[src/rtl/clock_works.sv]
// Board clock/reset generator: divides the board clock into the SoC clock and produces a
// stretched, synchronous active-low reset. Optional reset debouncer: CLOCKWORKS_DEBOUNCE_EN.
module clock_works #(
    parameter int unsigned SLOW          = 0,
    parameter int unsigned RESET_HOLD    = 15,
    parameter int unsigned DEBOUNCE_BITS = 16
) (
    input  logic CLK,
    input  logic RESET,
    output logic clk,
    output logic resetn
);

    // RESET_HOLD=0 still needs a one-bit counter so the vector stays legal.
    localparam int unsigned RW   = (RESET_HOLD > 0) ? $clog2(RESET_HOLD + 1) : 1;
    localparam logic [RW-1:0] HOLD = RW'(RESET_HOLD);
    localparam logic [RW-1:0] RONE = RW'(1);

    // No reset input exists upstream of this block, so state relies on FPGA power-up values.
    logic          rst_in;
    logic          s1       = 1'b0;
    logic          s2       = 1'b0;
    logic [RW-1:0] rcnt     = {RW{1'b0}};
    logic          resetn_q = 1'b0;

    if (DEBOUNCE_BITS < 1) begin : g_bad_debounce_bits
        $error("clock_works: DEBOUNCE_BITS must be at least 1");
    end

    if (SLOW > 0) begin : g_div
        localparam logic [SLOW:0] DONE = (SLOW + 1)'(1);
        logic [SLOW:0] div = {(SLOW + 1){1'b0}};

        // Free-running divider; its top bit is the system clock.
        always_ff @(posedge CLK) begin
            div <= div + DONE;
        end

        assign clk = div[SLOW];
    end else begin : g_nodiv
        assign clk = CLK;
    end

`ifdef CLOCKWORKS_DEBOUNCE_EN
    localparam logic [DEBOUNCE_BITS-1:0] DBONE = DEBOUNCE_BITS'(1);
    logic                     d1   = 1'b0;
    logic                     d2   = 1'b0;
    logic                     db   = 1'b0;
    logic [DEBOUNCE_BITS-1:0] dcnt = {DEBOUNCE_BITS{1'b0}};

    // Synchronise the button into CLK; flip the level only after a long stable run.
    always_ff @(posedge CLK) begin
        d1 <= RESET;
        d2 <= d1;
        if (d2 == db) begin
            dcnt <= {DEBOUNCE_BITS{1'b0}};
        end else if (&dcnt) begin
            db   <= ~db;
            dcnt <= {DEBOUNCE_BITS{1'b0}};
        end else begin
            dcnt <= dcnt + DBONE;
        end
    end

    assign rst_in = db;
`else
    assign rst_in = RESET;
`endif

    // Two-flop synchroniser into the system clock domain.
    always_ff @(posedge clk) begin
        s1 <= rst_in;
        s2 <= s1;
    end

    // Hold resetn low for RESET_HOLD edges after the synchronised button goes low.
    always_ff @(posedge clk) begin
        if (s2) begin
            rcnt     <= {RW{1'b0}};
            resetn_q <= 1'b0;
        end else if (rcnt < HOLD) begin
            rcnt     <= rcnt + RONE;
            resetn_q <= 1'b0;
        end else begin
            rcnt     <= rcnt;
            resetn_q <= 1'b1;
        end
    end

    assign resetn = resetn_q;

endmodule

[config.mk]
export PLATFORM = sky130hd
export DESIGN_NAME = clock_works
export DESIGN_NICKNAME = d
export VERILOG_FILES = /design/src/rtl/clock_works.sv
export SDC_FILE = /design/constraint.sdc
export NUM_CORES = 1
export LEC_CHECK = 0
export BUFFER_PORTS_ARGS = -buffer_cell sky130_fd_sc_hd__buf_2
export CAP_MARGIN = 20
export CORE_AREA = 2 2 39 41
export CTS_CLUSTER_SIZE = 40
export DETAILED_ROUTE_END_ITERATION = 12
export DIE_AREA = 0 0 41 43
export HOLD_SLACK_MARGIN = 0.02
export PLACE_DENSITY_LB_ADDON = 0.25
export SYNTH_ARGS = -nofsm -noshare
export SYNTH_HDL_FRONTEND = slang
export SYNTH_SLANG_ARGS = --single-unit
[constraint.sdc]
create_clock -name CLK -period 1.15 [get_ports CLK]
set_input_delay 0.1725 -clock CLK [delete_from_list [all_inputs] [get_ports CLK]]
set_output_delay 0.1725 -clock CLK [all_outputs]
set_load 0.1 [all_outputs]
==> results of run 1 <==
## path summary, 6_finish.rpt
kind,endpoint,slack [ps],cells past startpoint
setup / recovery,resetn,90,1
hold / removal,s2$_DFF_P_,320,0
setup reg to reg,rcnt[1]$_SDFFE_PP0N_,100,3
hold reg to reg,s2$_DFF_P_,320,0
## metrics by stage
stage,area (sq um),total power (W),hold slack [ps],util
after floorplan,275.3,0.0006180,200.2,-
after global placement,317.8,0.0006027,277.7,0.2297
after detailed placement,317.8,0.0006042,280.0,0.2297
after CTS,384.1,0.001073,324.5,0.2776
after global routing,396.6,0.001110,358.1,0.2866
final,396.6,0.001063,324.9,0.2866
## registers in the layout, summed over array words and instances (netlist names)
register,cells
resetn,1
s2,1
s1,1
rcnt,4
## power breakdown
part           leakage, nW  internal [W]   total, W  switching, W
sequential          0.0578      0.000256   0.000272     0.0000169
combinational       0.0676     0.0000195  0.0000304     0.0000109
clock               0.0336      0.000350   0.000760      0.000410
## kinds of logic (layout without fill, tap and decap cells)
group / count (synthesis) / in the layout / share of synthesized area
buffers and inverters: 1 / 10 / 0.02728
AO/OA/AOI/OAI: 4 / 4 / 0.1182
AND/OR/NAND/NOR: 10 / 10 / 0.2637
multiplexers: 1 / 1 / 0.03637
adder cells (fa/ha/maj): 1 / 1 / 0.04545
flip-flops: 7 / 7 / 0.5091
## per-layer routing
| layer | GRT usage | vias to the layer above |
|---|---|---|
| met5 | 0 | - |
| met4 | 0.1400 | 0 |
| met3 | 0.03665 | 0 |
| met2 | 0.08750 | 4 |
| met1 | 0.05519 | 95 |
| li1 | - | 103 |
## Yosys cell counts
library cell / n / area [sq um]
a31oi_1: 1 / 6.260
nand4_1: 1 / 6.260
nor2b_1: 1 / 6.260
and2b_1: 1 / 7.510
a21oi_1: 1 / 5.000
and3_4: 1 / 11.26
buf_4: 1 / 7.510
nand2b_1: 2 / 12.51
and3_1: 1 / 6.260
dfxtp_1: 7 / 140.1
nor3_2: 1 / 10.01
and3b_1: 1 / 8.760
nor2_1: 1 / 3.750
ha_1: 1 / 12.51
a31o_2: 1 / 8.760
mux2i_1: 1 / 10.01
a211oi_2: 1 / 12.51
## layout make-up
cell class / count / area (sq um)
timing repair buffer: 3 / 35.03
clock buffer: 7 / 61.31
tap: 16 / 20.02
multi-input combinational: 16 / 140.1
sequential: 7 / 140.1
fill: 148 / 987.2
## repair_timing
action                     4_1_cts  5_1_grt
setup buffers                    0        0
hold endpoints to repair         1        0
resized for setup                4        2
setup endpoints to repair        1        1
hold buffers                     1        0
==> flow_metrics.py, run 1 <==
metrics = {
    "hold_path": {
        "hp-class": "flip-flop to flip-flop",
        "holdCritStartpoint": "s1$_DFF_P_",
    },
    "layout": {
        "diodes": 0,
        "final_cell_mix": "dfxtp_1 (7), clkbuf_4 (5), nand2b_1 (2), buf_12 (2)",
        "nets": 37,
        "syn_to_final_growth_pct": 44.09,
        "drive_above_1_share": 0.3939,
        "layout.cells.most_common": "dfxtp_1",
        "fin_cells": 49,
    },
    "critical_path": {
        "crit_family": "flip-flops",
        "arrival_ps": 890,
        "start_kind": "flip-flop",
        "cp-startpoint": "resetn$_SDFF_PP0_",
        "slowest_stage": "dfxtp_1",
        "crit_path_max_fanout": 1,
        "required_ps": 980,
        "critical_path_class": "flip-flop to primary output",
        "endpoint_kind": "primary output",
        "rr_startpoint": "rcnt[0]$_SDFFE_PP0N_",
        "cp_num_buf_inv": 1,
        "slowest_delay_ps": 350,
        "path_cells": "buf_12",
    },
    "routing": {
        "drt-total-wl_um": 443,
        "top_layer": "met3",
        "dr_wl_met2_um": 242,
        "vias": 202,
        "wire_per_inst_um": 9.041,
        "vias_per_cell": 4.122,
        "firstDrtPassIters": 2,
        "dr_wl_met3_um": 16,
        "ant_nets": 0,
        "drc": 0,
        "drt_iter0_drc": 1,
        "routedLengthMet1_um": 185,
    },
    "die": {
        "io_pins": 4,
        "die_w_um": 41,
        "rows": 14,
        "die_y_um": 43,
        "core_area_sq_um": 1384,
        "initial_core_util": 0.1989,
        "die-area_sq_um": 1763,
    },
    "grt": {
        "grt.overflow.total": 0,
        "antenna_found_initial": 0,
        "grt_max_degree": 8,
        "track_usage": 0.07351,
        "grt_pass1_wl_um": 724,
        "grt_pass1_vias": 194,
    },
    "timing": {
        "drv_slew": 0,
        "setup-violations-final": 0,
        "finalHoldViolations": 0,
        "period_share": 0.9217,
        "tns_ps": 0,
        "rsz0062_at_grt": "false",
        "worstMarginPinSlew_ps": 224.1,
        "maxSlewHeadroom": 0.8504,
        "layout_setup_ws_ps": 90.02,
        "skew_ps": 2.541,
        "period_minus_slack_ps": 1060,
        "fmax_ghz": 0.9434,
    },
    "logic_synthesis": {
        "netlist_instances": 24,
        "avgSynthCellArea_sq_um": 11.47,
        "yosys_register_bits": 7,
        "syn-num-nets": 27,
        "ys_warn_count": 0,
        "syn_area_sq_um": 275.3,
        "yosysSeqAreaShare": 0.5091,
        "synth_cell_types": 17,
    },
    "placed_design": {
        "gp_congestion": 0.7694,
        "placed_cells": 42,
        "io_buffers": 3,
        "place_ws_ps": 51.23,
    },
    "flow_run": {
        "drv_cap": 0,
    },
    "cts": {
        "insertion_delay_ps": 350,
        "cts_tree": "yes",
        "clk_pin_slew_ps": 50,
    },
    "power": {
        "powerDensity_nw_per_um2": 2680,
        "p_leak_nw": 0.1590,
        "ir_worst_vdd_mv": 2.226,
    },
    "outcome": {
        "status": "complete, no violations",
    },
}
(Power assumes the default switching activity.)
==> run 2, diff against run 1 <==
--- a/config.mk
+++ b/config.mk
@@ -6,13 +6,12 @@
 export NUM_CORES = 1
 export LEC_CHECK = 0
 export BUFFER_PORTS_ARGS = -buffer_cell sky130_fd_sc_hd__buf_2
-export CAP_MARGIN = 20
 export CORE_AREA = 2 2 39 41
 export CTS_CLUSTER_SIZE = 40
 export DETAILED_ROUTE_END_ITERATION = 12
 export DIE_AREA = 0 0 41 43
 export HOLD_SLACK_MARGIN = 0.02
-export PLACE_DENSITY_LB_ADDON = 0.25
+export PLACE_DENSITY = 0.43
 export SYNTH_ARGS = -nofsm -noshare
 export SYNTH_HDL_FRONTEND = slang
 export SYNTH_SLANG_ARGS = --single-unit
==> run 2 against run 1 <==
Effect of this change:
- final cell count stayed put
- critical path depth did not move
- global-route usage up 1.4 points
==> flow_metrics.py, run 2 (synthesis gave the netlist of run 1 again) <==
metrics = {
    "outcome": {
        "status": "complete, no violations",
    },
    "grt": {
        "grt.overflow.total": 0,
        "antenna_found_initial": 0,
        "track_usage": 0.08753,
        "grt_pass1_vias": 201,
        "grt_max_degree": 8,
        "grt_pass1_wl_um": 731,
    },
    "hold_path": {
        "hp-class": "flip-flop to flip-flop",
    },
    "timing": {
        "finalHoldViolations": 0,
        "tns_ps": 0,
        "skew_ps": 2.038,
        "period_minus_slack_ps": 1062,
        "maxSlewHeadroom": 0.8606,
        "rsz0062_at_grt": "false",
        "drv_slew": 0,
        "setup-violations-final": 0,
        "period_share": 0.9236,
        "fmax_ghz": 0.9415,
        "worstMarginPinSlew_ps": 208.8,
    },
    "critical_path": {
        "slowest_delay_ps": 350,
        "crit_path_max_fanout": 1,
        "path_cells": "buf_12",
        "crit_family": "flip-flops",
        "endpoint_kind": "primary output",
        "arrival_ps": 890,
        "required_ps": 980,
        "start_kind": "flip-flop",
        "slowest_stage": "dfxtp_1",
        "cp_num_buf_inv": 1,
        "critical_path_class": "flip-flop to primary output",
    },
    "routing": {
        "ant_nets": 0,
        "drc": 0,
        "drt_iter0_drc": 1,
        "wire_per_inst_um": 8.184,
        "vias": 204,
        "drt-total-wl_um": 401,
        "vias_per_cell": 4.163,
        "firstDrtPassIters": 2,
    },
    "placed_design": {
        "hpwl_um": 280.8,
        "io_buffers": 3,
        "gp_congestion": 0.7801,
    },
    "flow_run": {
        "drv_cap": 0,
    },
    "layout": {
        "diodes": 0,
        "syn_to_final_growth_pct": 40.45,
        "multi_input_area_sq_um": 130.1,
        "regArea_sq_um": 140.1,
        "drive_above_1_share": 0.3939,
        "fillCellCount": 141,
        "largest_reg_flops": 4,
        "layout.cells.most_common": "dfxtp_1",
        "final_core_util": 0.2794,
        "nets": 37,
        "top_register": "rcnt",
        "final_cell_mix": "dfxtp_1 (7), clkbuf_4 (5), nand2b_1 (2), buf_12 (2)",
    },
    "die": {
        "die-area_sq_um": 1763,
        "die_w_um": 41,
        "io_pins": 4,
        "rows": 14,
        "initial_core_util": 0.1989,
        "die_y_um": 43,
        "core_area_sq_um": 1384,
    },
    "cts": {
        "cts_setup_buffers": 0,
        "cts_tree": "yes",
        "clk_pin_slew_ps": 50,
        "insertion_delay_ps": 360,
    },
    "power": {
        "ir_worst_vdd_mv": 2.262,
        "p_leak_nw": 0.1580,
        "powerDensity_nw_per_um2": 2734,
    },
}
[run 2: worst paths after layout]
kind / start / to / slack (ps) / depth (start not counted)
worst max-delay path: resetn$_SDFF_PP0_ / resetn / 90 / 1
worst min-delay path: s1$_DFF_P_ / s2$_DFF_P_ / 330 / 0
worst max register to register: rcnt[0]$_SDFFE_PP0N_ / rcnt[1]$_SDFFE_PP0N_ / 90 / 3
worst min register to register: s1$_DFF_P_ / s2$_DFF_P_ / 330 / 0
[run 2: layer usage]
layer,vias to the layer above,track usage,share of wire
li1,104,-,-
met1,92,0.05502,0.42
met2,6,0.07188,0.49
met3,2,0.09948,0.042
met4,0,0.1867,0.045
met5,-,0,0
[run 2: final cells by class]
type | count | share of cell area
tap | 16 | 0.05178
clock buffer | 7 | 0.1586
sequential | 7 | 0.3625
timing repair buffer | 3 | 0.09061
multi-input combinational | 16 | 0.3366
[run 2: repair_timing]
| action | CTS | global route |
|---|---|---|
| setup endpoints to repair | 1 | 1 |
| gates resized for setup | 4 | 1 |
| pin swaps | 0 | 0 |
| hold buffers | 1 | 0 |
| endpoints found under the hold margin | 1 | 0 |
[run 2: power breakdown]
part	internal [W]	switching, W
clock network	0.000350	0.000412
logic	0.0000159	0.00000992
registers	0.000256	0.0000138
[run 2: stage by stage]
| step | hold WS, ps | setup slack (ps) | area (sq um) | std cells | power [W] |
|---|---|---|---|---|---|
| after floorplan | 200.2 | 68.52 | 275.3 | 24 | 0.0006180 |
| after global placement | 277.3 | 69.85 | 317.8 | 42 | 0.0006026 |
| after detailed placement | 276.8 | 63.75 | 317.8 | 42 | 0.0006035 |
| after CTS | 330.7 | 53.84 | 384.1 | 49 | 0.001074 |
| after global routing | 345.2 | 15.19 | 386.6 | 49 | 0.001116 |
| final | 328.5 | 87.88 | 386.6 | 49 | 0.001057 |
==> run 3, diff against run 2 <==
--- a/config.mk
+++ b/config.mk
@@ -6,12 +6,14 @@
 export NUM_CORES = 1
 export LEC_CHECK = 0
 export BUFFER_PORTS_ARGS = -buffer_cell sky130_fd_sc_hd__buf_2
+export CELL_PAD_IN_SITES_DETAIL_PLACEMENT = 0
+export CELL_PAD_IN_SITES_GLOBAL_PLACEMENT = 1
 export CORE_AREA = 2 2 39 41
 export CTS_CLUSTER_SIZE = 40
 export DETAILED_ROUTE_END_ITERATION = 12
 export DIE_AREA = 0 0 41 43
 export HOLD_SLACK_MARGIN = 0.02
-export PLACE_DENSITY = 0.43
+export PLACE_DENSITY = 0.49
 export SYNTH_ARGS = -nofsm -noshare
 export SYNTH_HDL_FRONTEND = slang
 export SYNTH_SLANG_ARGS = --single-unit
==> run 3 against run 2 <==
Effect of this change:
- sequential cell count stayed put
- largest cell class unchanged
- combinational power is 2% higher
- critical path type is now flip-flop to flip-flop
- fmax is 0.44% higher
- critical endpoint is now rcnt[1]$_SDFFE_PP0N_
- clock skew is 1.5 ps lower
- sequential share of layout area is 0.21 points higher
==> flow_metrics.py, run 3 (synthesis gave the netlist of run 1 again) <==
metrics = {
    "outcome": {
        "status": "complete, no violations",
    },
    "die": {
        "io_pins": 4,
        "die-area_sq_um": 1763,
        "die_w_um": 41,
        "rows": 14,
        "core_area_sq_um": 1384,
        "die_y_um": 43,
        "initial_core_util": 0.1989,
    },
    "critical_path": {
        "rrSetupSlack_ps": 90,
        "critical_path_class": "flip-flop to flip-flop",
        "required_ps": 1430,
        "crit_path_max_fanout": 6,
        "rr_startpoint": "rcnt[1]$_SDFFE_PP0N_",
        "rr_endpoint": "rcnt[1]$_SDFFE_PP0N_",
        "endpoint_kind": "flip-flop",
        "start_kind": "flip-flop",
        "slowest_delay_ps": 370,
        "arrival_ps": 1340,
        "cp-startpoint": "rcnt[1]$_SDFFE_PP0N_",
        "reg2reg_depth": 3,
        "slowest_stage": "dfxtp_1",
        "path_cells": "ha_2 > and3_4 > mux2i_1",
        "crit_end": "rcnt[1]$_SDFFE_PP0N_",
    },
    "timing": {
        "period_minus_slack_ps": 1058,
        "tns_ps": 0,
        "maxSlewHeadroom": 0.8524,
        "drv_slew": 0,
        "skew_ps": 0.5514,
        "worstMarginPinSlew_ps": 221.1,
        "fmax_ghz": 0.9456,
        "finalHoldViolations": 0,
        "period_share": 0.9196,
        "setup-violations-final": 0,
        "rsz0062_at_grt": "false",
        "layout_setup_ws_ps": 92.48,
    },
    "power": {
        "comb_power_share": 0.025,
        "ir_worst_vdd_mv": 2.204,
        "switchingPower_w": 0.0004276,
        "clkPwrFrac": 0.717,
        "p_leak_nw": 0.1582,
        "cellInternalPower_w": 0.0006221,
        "seq_power_share": 0.257,
        "switching_share": 0.4074,
        "powerDensity_nw_per_um2": 2706,
    },
    "layout": {
        "largest_reg_flops": 4,
        "top_register": "rcnt",
        "final_cell_mix": "dfxtp_1 (6), clkbuf_4 (5), nand2b_1 (2), buf_12 (2)",
        "drive_above_1_share": 0.4242,
        "multi_input_area_sq_um": 130.1,
        "fillCellCount": 142,
        "regArea_sq_um": 141.4,
        "syn_to_final_growth_pct": 40.91,
        "fin_area_sq_um": 387.9,
        "layout.cells.most_common": "dfxtp_1",
        "nets": 37,
        "fin_cells": 49,
        "diodes": 0,
    },
    "routing": {
        "vias": 208,
        "drt-total-wl_um": 401,
        "firstDrtPassIters": 1,
        "wire_per_inst_um": 8.184,
        "drc": 0,
        "drt_iter0_drc": 0,
        "ant_nets": 0,
        "vias_per_cell": 4.245,
    },
    "grt": {
        "grt_max_degree": 8,
        "grt_pass1_wl_um": 731,
        "grt_pass1_vias": 220,
        "antenna_found_initial": 0,
        "grt.overflow.total": 0,
        "grt_busiest_layer": "met4",
        "grt_use_met3": 0.02094,
        "track_usage": 0.07129,
        "met1_usage": 0.06431,
        "use_met2": 0.08125,
    },
    "placed_design": {
        "place_ws_ps": 35.17,
        "placed_cells": 42,
        "gp_congestion": 0.6806,
        "io_buffers": 3,
        "post_dp_cell_area_sq_um": 317.8,
    },
    "cts": {
        "insertion_delay_ps": 350,
        "clk_pin_slew_ps": 50,
        "cts_tree": "yes",
    },
    "flow_run": {
        "drv_cap": 0,
    },
    "hold_path": {
        "hp-class": "flip-flop to flip-flop",
    },
}
run 3: power by group through the flow:
stage | Combinational [W] | Clock (W) | Sequential (W)
final | 0.0000263 | 0.000753 | 0.000270
after global routing | 0.0000300 | 0.000786 | 0.000273
after CTS | 0.0000262 | 0.000774 | 0.000269
after detailed placement | 0.0000236 | 0.000306 | 0.000274
after global placement | 0.0000233 | 0.000306 | 0.000274
after floorplan | 0.0000189 | 0.000328 | 0.000271
run 3: stage by stage:
step             util  total power [W]  hold slack [ps]
6_report       0.2803         0.001050            330.1
5_1_grt        0.2803         0.001090            341.3
3_3_place_gp   0.2297        0.0006030            276.9
2_1_floorplan       -        0.0006180            200.2
3_5_place_dp   0.2297        0.0006040            283.3
4_1_cts        0.2776         0.001070            330.4
run 3: worst max-delay path, delay by kind of cell, from the launching register on:
kind / cells / cell delay (ps)
muxes: 1 / 170
DFF: 1 / 370
adders and majority gates: 1 / 250
and+or+nand+nor: 1 / 200
run 3: worst min-delay path by stage:
| stage | from | to | slack (ps) | depth (start not counted) |
|---|---|---|---|---|
| 2_1_floorplan | RESET | s1$_DFF_P_ | 200 | 0 |
| 3_3_place_gp | RESET | s1$_DFF_P_ | 280 | 1 |
| 3_5_place_dp | RESET | s1$_DFF_P_ | 280 | 1 |
| 4_1_cts | s1$_DFF_P_ | s2$_DFF_P_ | 330 | 0 |
| 5_1_grt | s1$_DFF_P_ | s2$_DFF_P_ | 340 | 0 |
| 6_report | s1$_DFF_P_ | s2$_DFF_P_ | 330 | 0 |
run 3: area by class of cell:
type,count,area share
clock buffer,7,0.1581
multi-input combinational,16,0.3355
sequential,7,0.3645
tap,16,0.05161
timing repair buffer,3,0.09032
run 3: routing by layer:
metal / up-vias / share of wire
met5: - / 0
met4: 0 / 0.020
met3: 2 / 0.030
met2: 3 / 0.52
met1: 98 / 0.43
li1: 105 / -
run 3: what timing repair did:
action | CTS | global route
resized for setup | 4 | 2
setup buffers | 0 | 0
endpoints found under the setup margin | 1 | 2
endpoints found under the hold margin | 1 | 0
hold buffers | 1 | 0
